**src/rtl/inst_buf_if.sv**
```systemverilog
// Fetch/decode handshake bundle for the instruction buffer.
// The buffer is the slave; fetch and decode together form the master side.
interface inst_buf_if #(
  parameter int INST_L    = 32,
  parameter int PC_L      = 32,
  parameter int DEPTH_LOG = 3
);
  logic                buf_we;
  logic [INST_L-1:0]   inst_in;
  logic [PC_L-1:0]     pc_in;
  logic                buf_wack;
  logic                buf_f;
  logic                buf_re;
  logic                buf_rack;
  logic [INST_L-1:0]   inst_out;
  logic [PC_L-1:0]     pc_out;
  logic                buf_e;
  logic                purge;
  logic [DEPTH_LOG:0]  count;

  modport master (
    output buf_we, inst_in, pc_in, buf_re, purge,
    input  buf_wack, buf_f, buf_rack, inst_out, pc_out, buf_e, count
  );

  modport slave (
    input  buf_we, inst_in, pc_in, buf_re, purge,
    output buf_wack, buf_f, buf_rack, inst_out, pc_out, buf_e, count
  );
endinterface

```
**src/rtl/inst_buf.sv**
```systemverilog
// Circular instruction/PC FIFO between fetch and decode, with four-phase
// write and read handshakes and a synchronous purge for taken branches.
module inst_buf #(
  parameter int INST_L    = 32,
  parameter int PC_L      = 32,
  parameter int DEPTH_LOG = 3
) (
  input  logic        clk,
  input  logic        rst,
  inst_buf_if.slave   bif
);
  localparam int DEPTH = 1 << DEPTH_LOG;
  localparam logic [DEPTH_LOG:0] CNT_FULL = (DEPTH_LOG+1)'(DEPTH);
  localparam logic [DEPTH_LOG:0] CNT_ONE  = (DEPTH_LOG+1)'(1);
  localparam logic [DEPTH_LOG-1:0] PTR_ONE = DEPTH_LOG'(1);

  typedef struct packed {
    logic [INST_L-1:0] inst;
    logic [PC_L-1:0]   pc;
  } entry_t;

  typedef enum logic {W_IDLE, W_ACK} w_state_t;
  typedef enum logic {R_IDLE, R_ACK} r_state_t;

  w_state_t w_state, w_nxt;
  r_state_t r_state, r_nxt;

  entry_t               mem [DEPTH];
  logic [DEPTH_LOG-1:0] wptr, rptr;
  logic [DEPTH_LOG:0]   cnt, cnt_nxt;
  logic                 full, empty;
  logic                 wr_acc, rd_acc;
  logic [INST_L-1:0]    inst_q;
  logic [PC_L-1:0]      pc_q;

  // Acceptance looks at the registered flags only, so space freed by a read
  // becomes usable one edge later.
  always_comb begin
    w_nxt  = w_state;
    wr_acc = 1'b0;
    case (w_state)
      W_IDLE: if (bif.buf_we && !full && !bif.purge) begin
        wr_acc = 1'b1;
        w_nxt  = W_ACK;
      end
      W_ACK:  if (!bif.buf_we) w_nxt = W_IDLE;
      default: w_nxt = W_IDLE;
    endcase
  end

  always_comb begin
    r_nxt  = r_state;
    rd_acc = 1'b0;
    case (r_state)
      R_IDLE: if (bif.buf_re && !empty && !bif.purge) begin
        rd_acc = 1'b1;
        r_nxt  = R_ACK;
      end
      R_ACK:  if (!bif.buf_re) r_nxt = R_IDLE;
      default: r_nxt = R_IDLE;
    endcase
  end

  always_comb begin
    cnt_nxt = cnt;
    if (bif.purge)             cnt_nxt = '0;
    else if (wr_acc && !rd_acc) cnt_nxt = cnt + CNT_ONE;
    else if (rd_acc && !wr_acc) cnt_nxt = cnt - CNT_ONE;
  end

  always_ff @(posedge clk or posedge rst) begin
    if (rst) begin
      w_state <= W_IDLE;
      r_state <= R_IDLE;
      wptr    <= '0;
      rptr    <= '0;
      cnt     <= '0;
      full    <= 1'b0;
      empty   <= 1'b1;
      inst_q  <= '0;
      pc_q    <= '0;
    end else begin
      w_state <= w_nxt;
      r_state <= r_nxt;
      cnt     <= cnt_nxt;
      full    <= (cnt_nxt == CNT_FULL);
      empty   <= (cnt_nxt == '0);
      if (bif.purge) begin
        wptr <= '0;
        rptr <= '0;
      end else begin
        if (wr_acc) wptr <= wptr + PTR_ONE;
        if (rd_acc) begin
          rptr   <= rptr + PTR_ONE;
          inst_q <= mem[rptr].inst;
          pc_q   <= mem[rptr].pc;
        end
      end
    end
  end

  // Storage needs no reset; entries are only read after being written.
  always_ff @(posedge clk) begin
    if (wr_acc) mem[wptr] <= '{inst: bif.inst_in, pc: bif.pc_in};
  end

  assign bif.buf_wack = (w_state == W_ACK);
  assign bif.buf_rack = (r_state == R_ACK);
  assign bif.buf_f    = full;
  assign bif.buf_e    = empty;
  assign bif.count    = cnt;
  assign bif.inst_out = inst_q;
  assign bif.pc_out   = pc_q;
endmodule

```
**src/flat_wrapper.sv**
```systemverilog
// flat-port wrapper written by rule: the top's interface ports become plain ports
module inst_buf_flat 
#(
  parameter int INST_L    = 32,
  parameter int PC_L      = 32,
  parameter int DEPTH_LOG = 3
)
  (clk, rst, bif_buf_we, bif_inst_in, bif_pc_in, bif_buf_re, bif_purge, bif_buf_wack, bif_buf_f, bif_buf_rack, bif_inst_out, bif_pc_out, bif_buf_e, bif_count);
  inst_buf_if #(.INST_L(INST_L), .PC_L(PC_L), .DEPTH_LOG(DEPTH_LOG)) bif_i ();
  input  logic clk;
  input  logic rst;
  input wire logic [$bits(bif_i.buf_we)-1:0] bif_buf_we;
  input wire logic [$bits(bif_i.inst_in)-1:0] bif_inst_in;
  input wire logic [$bits(bif_i.pc_in)-1:0] bif_pc_in;
  input wire logic [$bits(bif_i.buf_re)-1:0] bif_buf_re;
  input wire logic [$bits(bif_i.purge)-1:0] bif_purge;
  output wire logic [$bits(bif_i.buf_wack)-1:0] bif_buf_wack;
  output wire logic [$bits(bif_i.buf_f)-1:0] bif_buf_f;
  output wire logic [$bits(bif_i.buf_rack)-1:0] bif_buf_rack;
  output wire logic [$bits(bif_i.inst_out)-1:0] bif_inst_out;
  output wire logic [$bits(bif_i.pc_out)-1:0] bif_pc_out;
  output wire logic [$bits(bif_i.buf_e)-1:0] bif_buf_e;
  output wire logic [$bits(bif_i.count)-1:0] bif_count;
  assign bif_i.buf_we = bif_buf_we;
  assign bif_i.inst_in = bif_inst_in;
  assign bif_i.pc_in = bif_pc_in;
  assign bif_i.buf_re = bif_buf_re;
  assign bif_i.purge = bif_purge;
  assign bif_buf_wack = bif_i.buf_wack;
  assign bif_buf_f = bif_i.buf_f;
  assign bif_buf_rack = bif_i.buf_rack;
  assign bif_inst_out = bif_i.inst_out;
  assign bif_pc_out = bif_i.pc_out;
  assign bif_buf_e = bif_i.buf_e;
  assign bif_count = bif_i.count;
  inst_buf #(.INST_L(INST_L), .PC_L(PC_L), .DEPTH_LOG(DEPTH_LOG)) u_core (.clk(clk), .rst(rst), .bif(bif_i));
endmodule
```
**config.mk**
```make
export PLATFORM = sky130hd
export DESIGN_NAME = inst_buf_flat
export DESIGN_NICKNAME = d
export VERILOG_FILES = /design/src/rtl/inst_buf_if.sv /design/src/rtl/inst_buf.sv /design/src/flat_wrapper.sv
export SDC_FILE = /design/constraint.sdc
export NUM_CORES = 1
export LEC_CHECK = 0
export CORE_MARGIN = 2
export CORE_UTILIZATION = 39
export CTS_BUF_LIST = sky130_fd_sc_hd__clkbuf_4 sky130_fd_sc_hd__clkbuf_8
export CTS_CLUSTER_DIAMETER = 150
export DETAILED_ROUTE_END_ITERATION = 10
export PLACE_DENSITY_LB_ADDON = 0.25
export SLEW_MARGIN = 20
export SYNTH_ARGS = -nofsm -noshare
export SYNTH_HDL_FRONTEND = slang
export SYNTH_SLANG_ARGS = --single-unit
```
**constraint.sdc**
```tcl
create_clock -name clk -period 11.3 [get_ports clk]
set_input_delay 2.825 -clock clk [delete_from_list [all_inputs] [get_ports clk]]
set_output_delay 2.825 -clock clk [all_outputs]
set_load 0.005 [all_outputs]
```
; Word-level counts from Yosys, hierarchy flattened
; Memories as Yosys holds them, arrays and structs flattened. A register that Yosys moved wholly into a read port is not among the register bits.
; Index checks and enable logic that the tools add are counted.
[word_totals]
reg_bits = 14
ramBits = 512
input_bits = 69
n_memories = 1
[memory_table]
columns = memory, depth, width, read_ports, rd_ports_with_merged_regs, wr, line_no
row1 = u_core.mem, 8, 64, 1, 1, 1, inst_buf.sv:28  ; entry_t mem [DEPTH];
[op_classes]
n_addsub = 4
eq_ne = 1
mux = 17
bitwise = 3
n_reduce_logical = 15
[ops]
columns = operator, n
row1 = $mux W3, 4
row2 = $mux W4, 3
row3 = $mux W1, 8
row4 = $add A3 B1 Y3 const B, 2
row5 = $logic_and A1 B1 Y1, 6
row6 = $logic_not A1 Y1, 5
row7 = $add A4 B1 Y4 const B, 1
row8 = $eq A4 B4 Y1 const B, 1
row9 = $logic_not A4 Y1, 1
row10 = $pmux W1 S2, 2
row11 = $reduce_bool A2 Y1, 2
row12 = $sub A4 B1 Y4 const B, 1
row13 = $not A1 Y1, 3
row14 = $reduce_and A2 Y1, 1

; Depth between registers and ports, before layout
; Gate-level depths: netlist (run 1).
[logic_depth]
word_depth = 11
depth_mapped = 7

; Worst setup path after synthesis (run 1)
; OpenSTA, ideal clock, no wires.
[synth_timing]
path_type = input to register
startpoint = input bif_purge
endpoint = memory u_core.mem[0][0] (netlist name) (enable)
setup_time_ns = 0.565
arrival_ns = 8.095
t_required_ns = 10.735
setup_slack_ns = 2.640
cell_stages = 4
path_buffers = 1
path_cell_list = buf_6 > nor4b_4 > or2b_1 > nor3_1
[synth_via]
elab_chain_cells = 6
[synth_rtl]
columns = item, line_no
row1 = "start, declared", flat_wrapper.sv:16  ; input wire logic [$bits(bif_i.purge)-1:0] bif_purge;
row2 = $logic_not A1 Y1, inst_buf.sv:42  ; W_IDLE: if (bif.buf_we && !full && !bif.purge) begin
row3 = $logic_and A1 B1 Y1, inst_buf.sv:42
row4 = $mux W1, inst_buf.sv:42
row5 = $mux W1, inst_buf.sv:41  ; case (w_state)
row6 = $mux W1, inst_buf.sv:104  ; if (wr_acc) mem[wptr] <= '{inst: bif.inst_in, pc: bif.pc_in};
row7 = $mux W1 (not written as such), inst_buf.sv:104
row8 = "end, declared", inst_buf.sv:28
; Every way passes these cells.

; Final worst setup path (run 1)
[layout_timing]
startpoint = input bif_purge
endpoint = memory u_core.mem[0][32] (netlist name) (enable)
; The elaborated chain is that of the path after synthesis.

==> results of run 1 <==
## cell usage after synthesis
cell,count
edfxtp_1,512
mux4_2,128
nand2_1,79
dfrtp_1,77
o21ai_0,70
mux2i_1,64
clkbuf_1,30
buf_2,16
nor2_1,13
buf_1,5
ha_1,4
inv_1,4
nand3_1,4
xor2_1,3
a21oi_1,2
nand2b_1,2
nor3_1,2
nor4b_4,2
or4b_1,2
xnor2_1,2
a211oi_1,1
a22oi_1,1
and2_2,1
and3_1,1
buf_6,1
dfstp_2,1
nand2_2,1
nand3_2,1
nor4_2,1
o21a_1,1
o22ai_2,1
o31ai_1,1
or2b_1,1
or3_1,1
## state kept, by name (all words and copies together), names as in the netlist
signal               count
u_core.bif.buf_rack      1
u_core.bif.pc_out       32
u_core.bif.count         4
u_core.wptr              3
u_core.bif.buf_f         1
u_core.bif.buf_e         1
u_core.bif.buf_wack      1
u_core.mem             512
u_core.bif.inst_out     32
u_core.rptr              3
## worst paths after layout
kind / end / cells after the start
setup reg to reg: u_core.mem[0][32] / 4
hold / removal: u_core.bif.pc_out[0] / 2
max in group asynchronous: u_core.rptr[2] / 3
min in group asynchronous: u_core.bif.inst_out[7] / 2
hold reg to reg: u_core.bif.pc_out[0] / 2
setup / recovery: u_core.mem[0][32] / 5
## area by class of cell
type	instances	area, um2
Sequential cell	590	17300
Inverter	4	17.5
Clock buffer	145	1740
Timing Repair Buffer	154	1520
Clock inverter	35	307
Tap cell	756	946
Multi-Input combinational cell	389	4600
Fill cell	4804	29700
## per-stage QoR
step	setup WS (ns)	cells	power, mW	area [um2]
after floorplan	2.64	1035	2.88	22100
after global placement	4.31	1893	3.24	24400
after detailed placement	4.63	1893	3.25	24400
after CTS	5.35	2073	5.20	26500
after global routing	5.20	2073	5.35	26500
final	5.34	2073	5.11	26500
## per-layer routing
layer / global-route usage, % / up-vias
met5: 0 / -
met4: 5.28 / 12
met3: 3.84 / 67
met2: 26.4 / 201
met1: 20.8 / 5508
li1: - / 4620
## power breakdown
part           switching, mW  leakage (nW)  internal (mW)
clock network          0.833          1.09           1.08
registers             0.0936          5.60           2.52
logic                  0.236          1.83          0.343
total                   1.16          8.51           3.94
## logic make-up after synthesis
kind of cell | Yosys count | share of synthesized area [%]
DFF | 590 | 78.4
muxes | 192 | 15.9
and+or+nand+nor | 111 | 2.32
AOI/OAI and AO/OA | 77 | 1.82
buffers and inverters | 56 | 1.08
xor gates and xnor gates | 5 | 0.198
adders and majority gates | 4 | 0.226
## worst register-to-register path, delay by kind of cell (launching register included)
family | cells | cell delay, ns
buffers and inverters | 1 | 0.90
AND/OR/NAND/NOR | 3 | 1.65
flip-flops | 1 | 0.42
==> results.toml, run 1 <==
[cells_and_area]
layout_common_cells = "edfxtp_1, clkdlybuf4s50_1, mux4_2, clkbuf_8, nand2_1"
insertedDiodeCount = 0
fin_nets = 1308
final_util_pct = 47.1
drive_gt1_share_pct = 25.1
layout_commonest_cell = "edfxtp_1"
syn2layout_area_growth_pct = 19.8

[critical_path]
worstSetupStartpoint = "bif_purge"
cp_max_fo = 52
cp.required_ns = 11.58
worst-path-buf-inv = 2
crit_family = "simple AND/OR/NAND/NOR gates"
end_kind = "flip-flop"
r2r-start = "u_core.bif.buf_f"
criticalPathCategory = "input pin to flip-flop"
path_cells = "clkdlybuf4s50_1 -> nor4b_4 -> or2b_1 -> nor3_4 -> buf_4"
critPathArrivalTime_ns = 6.24
worstSetupStartpointType = "input pin"
ff2ff_setup_slack_ns = 7.87
crit_slowest_cell = "buf_4"
slowest_delay_ns = 0.89

[sta]
fin_crit_sh_pct = 52.7
grt_setup_unrepaired = "false"
max_freq_ghz = 0.168
finalSetupTns_ns = 0
max-slew-margin-rel_pct = 26.8
timing.hold.ws_ns = 0.475
hold_violations = 0
drv_slew = 0
period_needed_ns = 5.96
worst_clock_skew_ns = 0.0247
setup_viol = 0
worst_pin_slew_ns = 1.10

[run]
cap_violations = 0

[clocking]
cts.clk_slew.worst_paths_ns = 0.05
numCtsBuffers = 96
clockBufferDepth = 3
cts_hold_buffers = 0
clock-root-buffer = "clkbuf_8"
post_cts_buffers = 0
cts_tree = "done"
cts-resized-gates = 0
insertion_delay_ns = 0.68
cts_num_sinks = 590
htree_num_levels = 3

[grt]
grt_pass1_wl_um = 69800
grt_max_degree = 88
track_usage_pct = 15.9
grt-ovfl-total = 0
antenna_found_initial = 6
grt_pass1_vias = 11200

[drt]
viasPerCell = 5.02
wl_per_cell_um = 22.2
postRouteAntennaNets = 0
wl_um = 46000
routed.top_layer = "met5"
drc_errors = 0
wl_met1_um = 20200
route.vias.total = 10400
wl_met2_um = 22900
wl_met3_um = 1980
drtIter0Drc = 721
dr.pass1.iters = 7

[placed_design]
place_hpwl_um = 24300
numPortBuffers = 140
place.gp.congestion = 0.716

[power_and_ir_drop]
power.leakage_nw = 8.51
peakVddDrop_v = 0.000107
powerDensity_mw_per_mm2 = 193

[yosys]
syn_avg_cell_area_um2 = 21.4
ys_top_cells_by_area = "edfxtp_1, mux4_2, dfrtp_1"
yosysSeqAreaShare_pct = 78.4
yosysWarningCount = 0
synth_area_mm2 = 0.0221
yosys.area.top_type = "edfxtp_1"
synth_seq_cells = 590
syn_inst = 1035
syn-num-nets = 1108
synth_top_area_share_pct = 69.6
synth.distinct_cells = 34

[floorplanning]
core_mm2 = 0.0562
initial_core_util_pct = 39.3
fp-row-count = 87
die_x_um = 242
dieHeight_um = 242
floorplan.io_pins = 141
die_area_mm2 = 0.0586

[hold_path]
min_from = "u_core.bif.pc_out[0]"
min-delay-path-class = "flip-flop to flip-flop"

[outcome]
status = "finished, final reports clean"
Power figures use the tool's default switching activity.
==> run 2: changes to the inputs <==
==> constraint.sdc (replaced) <==
create_clock -name clk -period 5.7 [get_ports clk]
set_input_delay 1.425 -clock clk [delete_from_list [all_inputs] [get_ports clk]]
set_output_delay 1.425 -clock clk [all_outputs]
set_load 0.005 [all_outputs]
==> run 2 against run 1 <==
  * Flip-flop and latch count did not move
  * Critical path type unchanged
  * Largest cell class unchanged
  * Clock skew rose by 0.015 ns
  * Design area fell by 0.15%
==> results.toml, run 2 (synthesis gave the netlist of run 1 again) <==
[outcome]
status = "finished, final reports clean"

[clocking]
htree_num_levels = 3
insertion_delay_ns = 0.68
numCtsBuffers = 96
cts_hold_buffers = 0
cts_tree = "done"
cts-resized-gates = 0
post_cts_buffers = 0
clockBufferDepth = 3
cts_num_sinks = 590
cts.clk_slew.worst_paths_ns = 0.06
clock-root-buffer = "clkbuf_8"

[critical_path]
criticalPathCategory = "input pin to flip-flop"
worstSetupStartpoint = "bif_purge"
cp.required_ns = 5.99
end_kind = "flip-flop"
critPathArrivalTime_ns = 4.20
worstSetupStartpointType = "input pin"
cp_max_fo = 46
r2r-start = "u_core.bif.buf_f"

[drt]
wl_um = 44900
viasPerCell = 5.02
route.vias.total = 10400
drc_errors = 0
dr.pass1.iters = 5
wl_per_cell_um = 21.6
drtIter0Drc = 614
postRouteAntennaNets = 0

[sta]
setup_viol = 0
max-slew-margin-rel_pct = 30.2
timing.hold.ws_ns = 0.474
hold_violations = 0
max_freq_ghz = 0.255
drv_slew = 0
period_needed_ns = 3.91
finalSetupTns_ns = 0
worst_pin_slew_ns = 1.05
worst_clock_skew_ns = 0.0393
fin_crit_sh_pct = 68.7
grt_setup_unrepaired = "false"

[grt]
grt-ovfl-total = 0
grt_pass1_wl_um = 68800
antenna_found_initial = 4
grt_max_degree = 131
track_usage_pct = 15.7
grt_pass1_vias = 11200

[cells_and_area]
fin_nets = 1314
fin_cells = 2080
syn2layout_area_growth_pct = 19.6
layout_common_cells = "edfxtp_1, clkdlybuf4s50_1, mux4_2, clkbuf_8, nand2_1"
drive_gt1_share_pct = 25.0
fillers = 4801
layout_commonest_cell = "edfxtp_1"
final_util_pct = 47.1
top_register = "u_core.mem"
largest_register_ffs = 512

[power_and_ir_drop]
p_total_mw = 9.90
power.leakage_nw = 8.49
peakVddDrop_v = 0.000218
powerDensity_mw_per_mm2 = 374

[run]
cap_violations = 0

[placed_design]
placed_cells = 1899
place.gp.congestion = 0.676
place_hpwl_um = 24300
numPortBuffers = 140

[hold_path]
min_from = "u_core.bif.pc_out[1]"
min-delay-path-class = "flip-flop to flip-flop"

[floorplanning]
die_x_um = 242
dieHeight_um = 242
initial_core_util_pct = 39.3
die_area_mm2 = 0.0586
fp-row-count = 87
floorplan.io_pins = 141
core_mm2 = 0.0562
[run 2: cell types whose count changed in the layout (fill, tap and decap cells not counted), moves of 2 or more]
| cell | previous run | this run |
|---|---|---|
| buf_12 | 1 | 5 |
| buf_4 | 12 | 15 |
| bufinv_16 | 4 | 1 |
| clkbuf_4 | 41 | 33 |
| clkbuf_8 | 104 | 102 |
| clkinv_1 | 12 | 18 |
| clkinv_2 | 11 | 21 |
| clkinv_8 | 2 | 0 |
[run 2: path summary, 6_finish.rpt]
check                      slack [ns]                      to  cells past startpoint
max                              1.79       u_core.mem[5][54]                      5
max reg2reg                      2.91       u_core.mem[5][54]                      4
min in group asynchronous        1.30  u_core.bif.inst_out[2]                      2
min                              0.47    u_core.bif.pc_out[1]                      2
min reg2reg                      0.47    u_core.bif.pc_out[1]                      2
max in group asynchronous        3.44        u_core.bif.buf_e                      3
[run 2: stage by stage]
step / area (um2) / setup slack [ns]
after global placement: 24500 / 1.08
after global routing: 26400 / 1.62
final: 26400 / 1.79
after CTS: 26400 / 1.76
after floorplan: 22100 / 0.176
after detailed placement: 24500 / 1.03
[run 2: cell type report]
cell class | count | area, um2 | area share, %
diodes | 1 | 2.50 | 0.00947
clock buffers | 135 | 1650 | 6.25
clock inverters | 45 | 254 | 0.961
inverters | 4 | 17.5 | 0.0663
multi-input cells | 389 | 4600 | 17.4
flip-flops and latches | 590 | 17300 | 65.6
well taps | 756 | 946 | 3.58
repair buffers | 160 | 1610 | 6.11
[run 2: where the power goes]
part | switching (mW) | internal, mW | total [mW]
logic | 0.467 | 0.685 | 1.15
clock network | 1.64 | 1.93 | 3.58
registers | 0.176 | 4.99 | 5.17
[run 2: layer usage]
metal	track usage (%)	vias to the layer above	routed length, um
met5	0	-	34
met4	5.01	6	760
met3	3.71	66	2150
met2	25.6	228	22100
met1	20.9	5499	19900
li1	-	4637	-
[run 2: critical path, stage by stage]
cell and delay [ns]:
clkdlybuf4s50_1 0.67, nor4b_4 0.79, nand2_1 0.41, nor2_4 0.20, buf_4 0.66
